`config.mk`:
```
export PLATFORM = sky130hd
export DESIGN_NAME = alu_sequencer
export DESIGN_NICKNAME = d
export VERILOG_FILES = /design/src/rtl/alu_sequencer.sv
export SDC_FILE = /design/constraint.sdc
export NUM_CORES = 1
export LEC_CHECK = 0
export ABC_AREA = 1
export CORE_UTILIZATION = 34
export CTS_CLUSTER_SIZE = 30
export DETAILED_ROUTE_END_ITERATION = 8
export GPL_TIMING_DRIVEN = 0
export PLACE_DENSITY = 0.83
export SLEW_MARGIN = 20
export SYNTH_ARGS = -nofsm -noshare
export SYNTH_HDL_FRONTEND = slang
export SYNTH_SLANG_ARGS = --single-unit
```
`constraint.sdc`:
```
create_clock -name Clock -period 1.45 [get_ports Clock]
set_input_delay 0.29 -clock Clock [delete_from_list [all_inputs] [get_ports Clock]]
set_output_delay 0.29 -clock Clock [all_outputs]
set_load 0.01 [all_outputs]
```
`src/rtl/alu_sequencer.sv`:
```
// Control FSM for the bus-based datapath (R0-R7, A, ALU, G, shared BusWires).
// Latches an instruction from DIN and decodes state + IR into every bus
// source select, register load enable and ALU opcode.
module alu_sequencer #(
    parameter int IRW  = 9,
    parameter int NREG = 8
) (
    input  logic            Clock,
    input  logic            Reset,
    input  logic            Run,
    input  logic [IRW-1:0]  DIN,
    output logic            IRin,
    output logic [IRW-1:0]  IR,
    output logic [NREG-1:0] Rin,
    output logic [NREG-1:0] Rout,
    output logic            Ain,
    output logic            Gin,
    output logic            Gout,
    output logic            DINout,
    output logic [3:0]      aluSignal,
    output logic            Done
);

    typedef enum logic [1:0] {
        T0,
        T1,
        T2,
        T3
    } state_t;

    localparam logic [2:0] OP_MV  = 3'b000;
    localparam logic [2:0] OP_MVI = 3'b001;
    localparam logic [2:0] OP_ALU_BASE = 3'b010;

    state_t         state_q, state_d;
    logic [IRW-1:0] ir_q, ir_d;

    logic [2:0] op;
    logic [2:0] rx;
    logic [2:0] ry;

    assign op = ir_q[8:6];
    assign rx = ir_q[5:3];
    assign ry = ir_q[2:0];
    assign IR = ir_q;

    function automatic logic [NREG-1:0] onehot(input logic [2:0] idx);
        logic [NREG-1:0] v;
        v = '0;
        v[idx] = 1'b1;
        return v;
    endfunction

    // State and instruction register, synchronously reset to T0 / IR=0.
    always_ff @(posedge Clock) begin
        if (Reset) begin
            state_q <= T0;
            ir_q    <= '0;
        end else begin
            state_q <= state_d;
            ir_q    <= ir_d;
        end
    end

    // Next-state and output decode from current state and IR.
    always_comb begin
        state_d   = state_q;
        ir_d      = ir_q;
        IRin      = 1'b0;
        Rin       = '0;
        Rout      = '0;
        Ain       = 1'b0;
        Gin       = 1'b0;
        Gout      = 1'b0;
        DINout    = 1'b0;
        aluSignal = 4'b0000;
        Done      = 1'b0;
        unique case (state_q)
            T0: begin
                // Reset has priority: no IR load is requested while it is held.
                IRin = Run & ~Reset;
                if (Run) begin
                    ir_d    = DIN;
                    state_d = T1;
                end
            end
            T1: begin
                Rin = onehot(rx);
                if (op == OP_MV) begin
                    Rout    = onehot(ry);
                    Done    = 1'b1;
                    state_d = T0;
                end else if (op == OP_MVI) begin
                    DINout  = 1'b1;
                    Done    = 1'b1;
                    state_d = T0;
                end else begin
                    Rin     = '0;
                    Rout    = onehot(rx);
                    Ain     = 1'b1;
                    state_d = T2;
                end
            end
            T2: begin
                Rout      = onehot(ry);
                Gin       = 1'b1;
                aluSignal = {1'b0, op - OP_ALU_BASE};
                state_d   = T3;
            end
            T3: begin
                Gout    = 1'b1;
                Rin     = onehot(rx);
                Done    = 1'b1;
                state_d = T0;
            end
            default: state_d = T0;
        endcase
    end

endmodule

```
==> flow_summary.ini, run 1 <==
[run_status]
status = complete, but fails checks
violations = setup timing

[power_and_ir_drop]
power.leakage_nw = 0.848
p_per_area_mw_per_mm2 = 1200
pwr-share-seq_pct = 23.5
internal_power_mw = 1.08
max-vdd-ir-drop_mv = 0.954
power_frac_clock_pct = 10.5
sw_frac_of_total_pct = 46.3
pwr-share-comb_pct = 66.0
power.switching_mw = 0.935

[floorplan]
io_pins = 47
core_mm2 = 0.00228
die_h_um = 51.9
die_area_mm2 = 0.00269
rows = 17
start_util_pct = 37.2
fp.dieW_um = 51.9

[setup_path]
crit_family = buffers and inverters
cpPeakStageDelay_ns = 0.37
cpMostUsedCell = buf_4
worstPathMaxFanout = 4
cp_slowest_cell = dfxtp_4
r2r_slack_ns = 0.07
path_cells = inv_4 -> ha_4 -> buf_4 -> buf_4 -> a21oi_4 -> nor4_1 -> buf_2
crit_arrival_ns = 1.60
crit_type = flip-flop to output port
worstSetupStartpointType = flip-flop
crit_buf_inv = 4
crit_required_ns = 1.16
critPathCaptureType = output port

[yosys]
synth_cell_types = 22
synth_fp_nets = 150
synth_xor_area_share_pct = 0
yosysSeqAreaShare_pct = 26.0
synth_area_per_cell_um2 = 6.31
synth_simple_gate_area_share_pct = 39.6
ys_ff_latch = 11
synth_top_family_by_area = simple AND/OR/NAND/NOR gates
synth_compound_area_share_pct = 15.1
synth_fa_ha_area_share_pct = 5.92
synthMuxAreaShare_pct = 0
syn_inst = 134
synth_warnings = 0
synth_area_um2 = 846

[layout]
multi_input_area_um2 = 722
layout-drive-gt1-share_pct = 49.8
n_fill_cell = 159
fin_area_mm2 = 0.00168
fin_util_pct = 73.9
antenna_cells = 0
finalNetCount = 224
areaGrowthSynthToFinish_pct = 98.8
ff_latch_area_um2 = 239

[global_route]
grt_pass1_vias = 1144
grt_pass1_wl_um = 5180
grt_antenna_before_repair = 0
grt_use_total_pct = 26.5
grt_max_degree = 17
overflow = 0

[drt]
via_per_inst = 5.50
num_vias = 1293
avgRoutedWirePerCell_um = 16.2
routed_wl_um = 3800
antenna_left = 0
first_pass_iters = 4
drc = 0
drt_iter0_markers = 54

[clock_tree]
clock-sinks = 11
insertion_delay_ns = 0.27
cts_buffer_depth = 2
h-tree-depth = 1
clkTransAtPathRegs_ns = 0.08
ctsHoldBuffers = 0
cts_tree = built
root_buffer = clkbuf_4
numCtsBuffers = 3

[timing]
finalCritPeriodShare_pct = 130
holdWs_ns = 0.546
rsz0062_at_grt = true
setup_slack_ns = -0.438
setup_viol = 23
min_period_ns = 1.89
fmax_ghz = 0.530
hold_violations = 0
fin_skew_ns = 0.00891
slew_violations = 0

[place]
dpl_cell_area_mm2 = 0.00135
place_congestion = 0.766
post-place-ws_ns = -0.637
portBuffers = 45
dpl.hpwl_um = 2030

[run]
max-cap-violations = 0

[worst_hold_path]
min_path_type = flip-flop to flip-flop
[flip-flops by register name, indices dropped and copies added, names as in the netlist, named ones only]
register and cells:
IR 9, state_q 1
[layout by cell type (no fill, tap or decap), drive strengths merged]
cell type,synthesis,layout
nand2,19,19
conb,1,1
nand4,4,4
dlymetal6s2s,0,2
nor4,6,6
a21oi,12,13
nor2,20,20
dfxtp,11,11
clkbuf,0,5
clkdlybuf4s50,0,11
clkinv,0,1
buf,5,51
ha,4,4
inv,21,21
dlygate4sd2,0,7
nand3,15,15
a211oi,1,1
a31oi,1,1
nor3,4,4
o21ai,10,10
[routing by layer]
layer | global-route usage [%] | vias up | part of all wire (%)
met2 | 44.9 | 88 | 51
li1 | - | 597 | -
met5 | 0 | - | 0
met3 | 4.97 | 24 | 6.6
met1 | 29.7 | 584 | 37
met4 | 17.6 | 0 | 5.1
[logic make-up after synthesis]
family          count (synthesis)
simple gates                   68
buf+inv                        26
compound gates                 24
flops                          11
fa+ha+maj                       4
other cells                     1
[area by class of cell]
type	instances	share of cell area (%)
plain buffers	3	1.34
repair buffers	70	32.4
inverters	21	5.43
flip-flops and latches	11	14.2
multi-input cells	98	42.9
well taps	28	2.08
clock buffers	3	1.34
clock inverters	1	0.298
[worst register-to-register path, cell delays in order, from the launching register on]
cell and delay (ns):
dfxtp_4 0.38, inv_4 0.04, buf_4 0.14, ha_4 0.18, buf_4 0.15, nand2_1 0.06, nand2_1 0.08, nor2_1 0.18
a211oi_1 0.06
[Yosys cell counts]
| master | instances | area, µm² |
|---|---|---|
| nor2_4 | 1 | 11.3 |
| nand3_1 | 14 | 70.1 |
| a31oi_1 | 1 | 6.26 |
| nor3_1 | 4 | 20.0 |
| buf_2 | 3 | 15.0 |
| a211oi_1 | 1 | 7.51 |
| inv_1 | 20 | 75.1 |
| ha_1 | 4 | 50.1 |
| nor2_8 | 1 | 20.0 |
| nand4_1 | 4 | 25.0 |
| nor4_1 | 6 | 37.5 |
| nand2_1 | 18 | 67.6 |
| nor2_1 | 18 | 67.6 |
| conb_1 | 1 | 3.75 |
| a21oi_2 | 1 | 8.76 |
| buf_4 | 2 | 15.0 |
| o21ai_0 | 10 | 50.1 |
| nand3_2 | 1 | 10.0 |
| inv_2 | 1 | 3.75 |
| dfxtp_1 | 11 | 220 |
| nand2_2 | 1 | 6.26 |
| a21oi_1 | 11 | 55.1 |
[power groups by stage]
stage | Clock (mW) | Sequential (mW) | Combinational, mW
5_1_grt | 0.235 | 0.481 | 1.41
2_1_floorplan | 0 | 0.447 | 0.481
4_1_cts | 0.217 | 0.459 | 1.11
6_report | 0.212 | 0.474 | 1.33
3_5_place_dp | 0 | 0.439 | 0.828
3_3_place_gp | 0 | 0.435 | 0.808
[final timing paths]
path	endpoint	start	cells after the start
min	IR[8]	IR[8]	2
max	Rin[4]	flip-flop	7
min reg2reg	IR[8]	IR[8]	2
max reg2reg	flip-flop	flip-flop	8
[through the flow]
step	power (mW)	setup TNS (ns)	cells
detailed placement	1.27	-11.80	207
floorplan	0.927	0	134
global placement	1.24	-10.95	207
CTS	1.79	-7.18	229
global route	2.12	-8.43	235
finish	2.02	-7.16	235
[repair_timing]
action / in CTS / in global routing
gates cloned: 1 / 0
setup endpoints to repair: 32 / 26
pin swaps: 8 / 11
gates resized for setup: 133 / 41
buffers inserted: 18 / 7
(Power assumes the default switching activity.)
==> run 2: changes to the inputs <==
- CORE_UTILIZATION: 34 -> 38
- MAX_ROUTING_LAYER: default -> met4
- PLACE_DENSITY: 0.83 -> 0.87
- SETUP_SLACK_MARGIN: default -> 0.3
- clock period: 1.45 -> 2.1 ns (I/O delays scaled with it)
==> flow_summary.ini, run 2 (synthesized netlist as in run 1, its figures left out) <==
[run]
max-cap-violations = 0

[layout]
largest_reg_flops = 9
fin_util_pct = 82.4
final_cell_mix = buf_2, clkdlybuf4s50_1, nor2_1, buf_4, nand2_1
layout-drive-gt1-share_pct = 45.5
finalNetCount = 226
areaGrowthSynthToFinish_pct = 97.0
antenna_cells = 0

[timing]
min_period_ns = 2.19
finalCritPeriodShare_pct = 104
rsz0062_at_grt = true
hold_violations = 0
setup_viol = 7
slew_violations = 0
fmax_ghz = 0.456
tns_ns = -0.450
fin_skew_ns = 0.00916
setup_slack_ns = -0.0915

[setup_path]
worstSetupStartpointType = flip-flop
crit_type = flip-flop to output port
cpMostUsedCell = buf_6
crit_arrival_ns = 1.77
cp_slowest_cell = dfxtp_2
critPathCaptureType = output port
cpPeakStageDelay_ns = 0.34
path_cells = inv_2 -> ha_4 -> buf_6 -> buf_4 -> buf_6 -> nand3_2 -> nand2_2 -> nand3_1 -> a21oi_1 -> buf_2
crit_required_ns = 1.68
reg2reg_depth = 8
worstPathMaxFanout = 5

[global_route]
grt_use_met3_pct = 2.80
grt-busiest-layer = met2
grt_pass1_wl_um = 5330
grt_use_total_pct = 29.6
use_met1_pct = 30.6
grt_antenna_before_repair = 0
overflow = 0
grt_max_degree = 11
grt_pass1_vias = 1191
grtUsageMet2_pct = 50.9

[clock_tree]
cts_buffer_depth = 2
insertion_delay_ns = 0.29
clkTransAtPathRegs_ns = 0.08
h-tree-depth = 1
ctsHoldBuffers = 0
root_buffer = clkbuf_4
cts_tree = built
numCtsBuffers = 3
clock-sinks = 11

[floorplan]
die_h_um = 49.2
rows = 16
die_area_mm2 = 0.00242
fp.dieW_um = 49.2
io_pins = 47
start_util_pct = 41.8
core_mm2 = 0.00202

[power_and_ir_drop]
max-vdd-ir-drop_mv = 0.620
p_per_area_mw_per_mm2 = 855
p_total_mw = 1.43
power.leakage_nw = 0.819

[drt]
avgRoutedWirePerCell_um = 17.2
via_per_inst = 5.75
routed_wl_um = 4060
drt_iter0_markers = 61
antenna_left = 0
drc = 0
num_vias = 1356
first_pass_iters = 5

[worst_hold_path]
hold_depth = 2
min_path_type = flip-flop to flip-flop

[run_status]
status = complete, but fails checks
violations = setup timing

[place]
post-place-ws_ns = -0.318
dpl.hpwl_um = 1920
portBuffers = 45
place_congestion = 0.825
run 2: final cells by class:
class | instances | area [µm²]
Multi-Input combinational cell | 98 | 673
Buffer | 5 | 46.3
Sequential cell | 11 | 226
Clock buffer | 4 | 26.3
Fill cell | 125 | 355
Timing Repair Buffer | 70 | 576
Tap cell | 27 | 33.8
Inverter | 21 | 85.1
run 2: path summary, 6_finish.rpt:
kind	from	endpoint	slack, ns
max	flip-flop	Rout[2]	-0.09
min	IR[7]	IR[7]	0.55
max reg2reg	flip-flop	flip-flop	0.58
min reg2reg	IR[7]	IR[7]	0.55
run 2: report_power, final:
| group | internal, mW | total [mW] | switching, mW |
|---|---|---|---|
| combinational | 0.451 | 0.952 | 0.500 |
| clock | 0.0740 | 0.161 | 0.0870 |
| sequential | 0.254 | 0.313 | 0.0587 |
run 2: layer usage:
metal / wire length, µm / vias up
met2: 2020 / 119
met4: 216 / 0
met1: 1460 / 618
met5: 0 / -
met3: 362 / 22
li1: - / 597
run 2: metrics by stage:
stage	std cells	area, µm²	hold WS (ns)
3_3_place_gp	206	1330	0.513
5_1_grt	236	1670	0.551
4_1_cts	226	1510	0.551
2_1_floorplan	134	846	0.495
3_5_place_dp	206	1330	0.537
6_report	236	1670	0.550
run 2: what timing repair did:
action                                  in CTS  in global routing
resized for setup                          116                 39
buffers inserted                            15                 10
pin swaps                                   10                  7
gates cloned                                 1                  0
endpoints found under the setup margin      25                 23
run 2: critical path: cells and delay by family (launching register included):
| family | cells | cell delay [ns] |
|---|---|---|
| and+or+nand+nor | 3 | 0.27 |
| buffers and inverters | 5 | 0.57 |
| AOI/OAI and AO/OA | 1 | 0.17 |
| DFF | 1 | 0.34 |
| adders and majority gates | 1 | 0.13 |
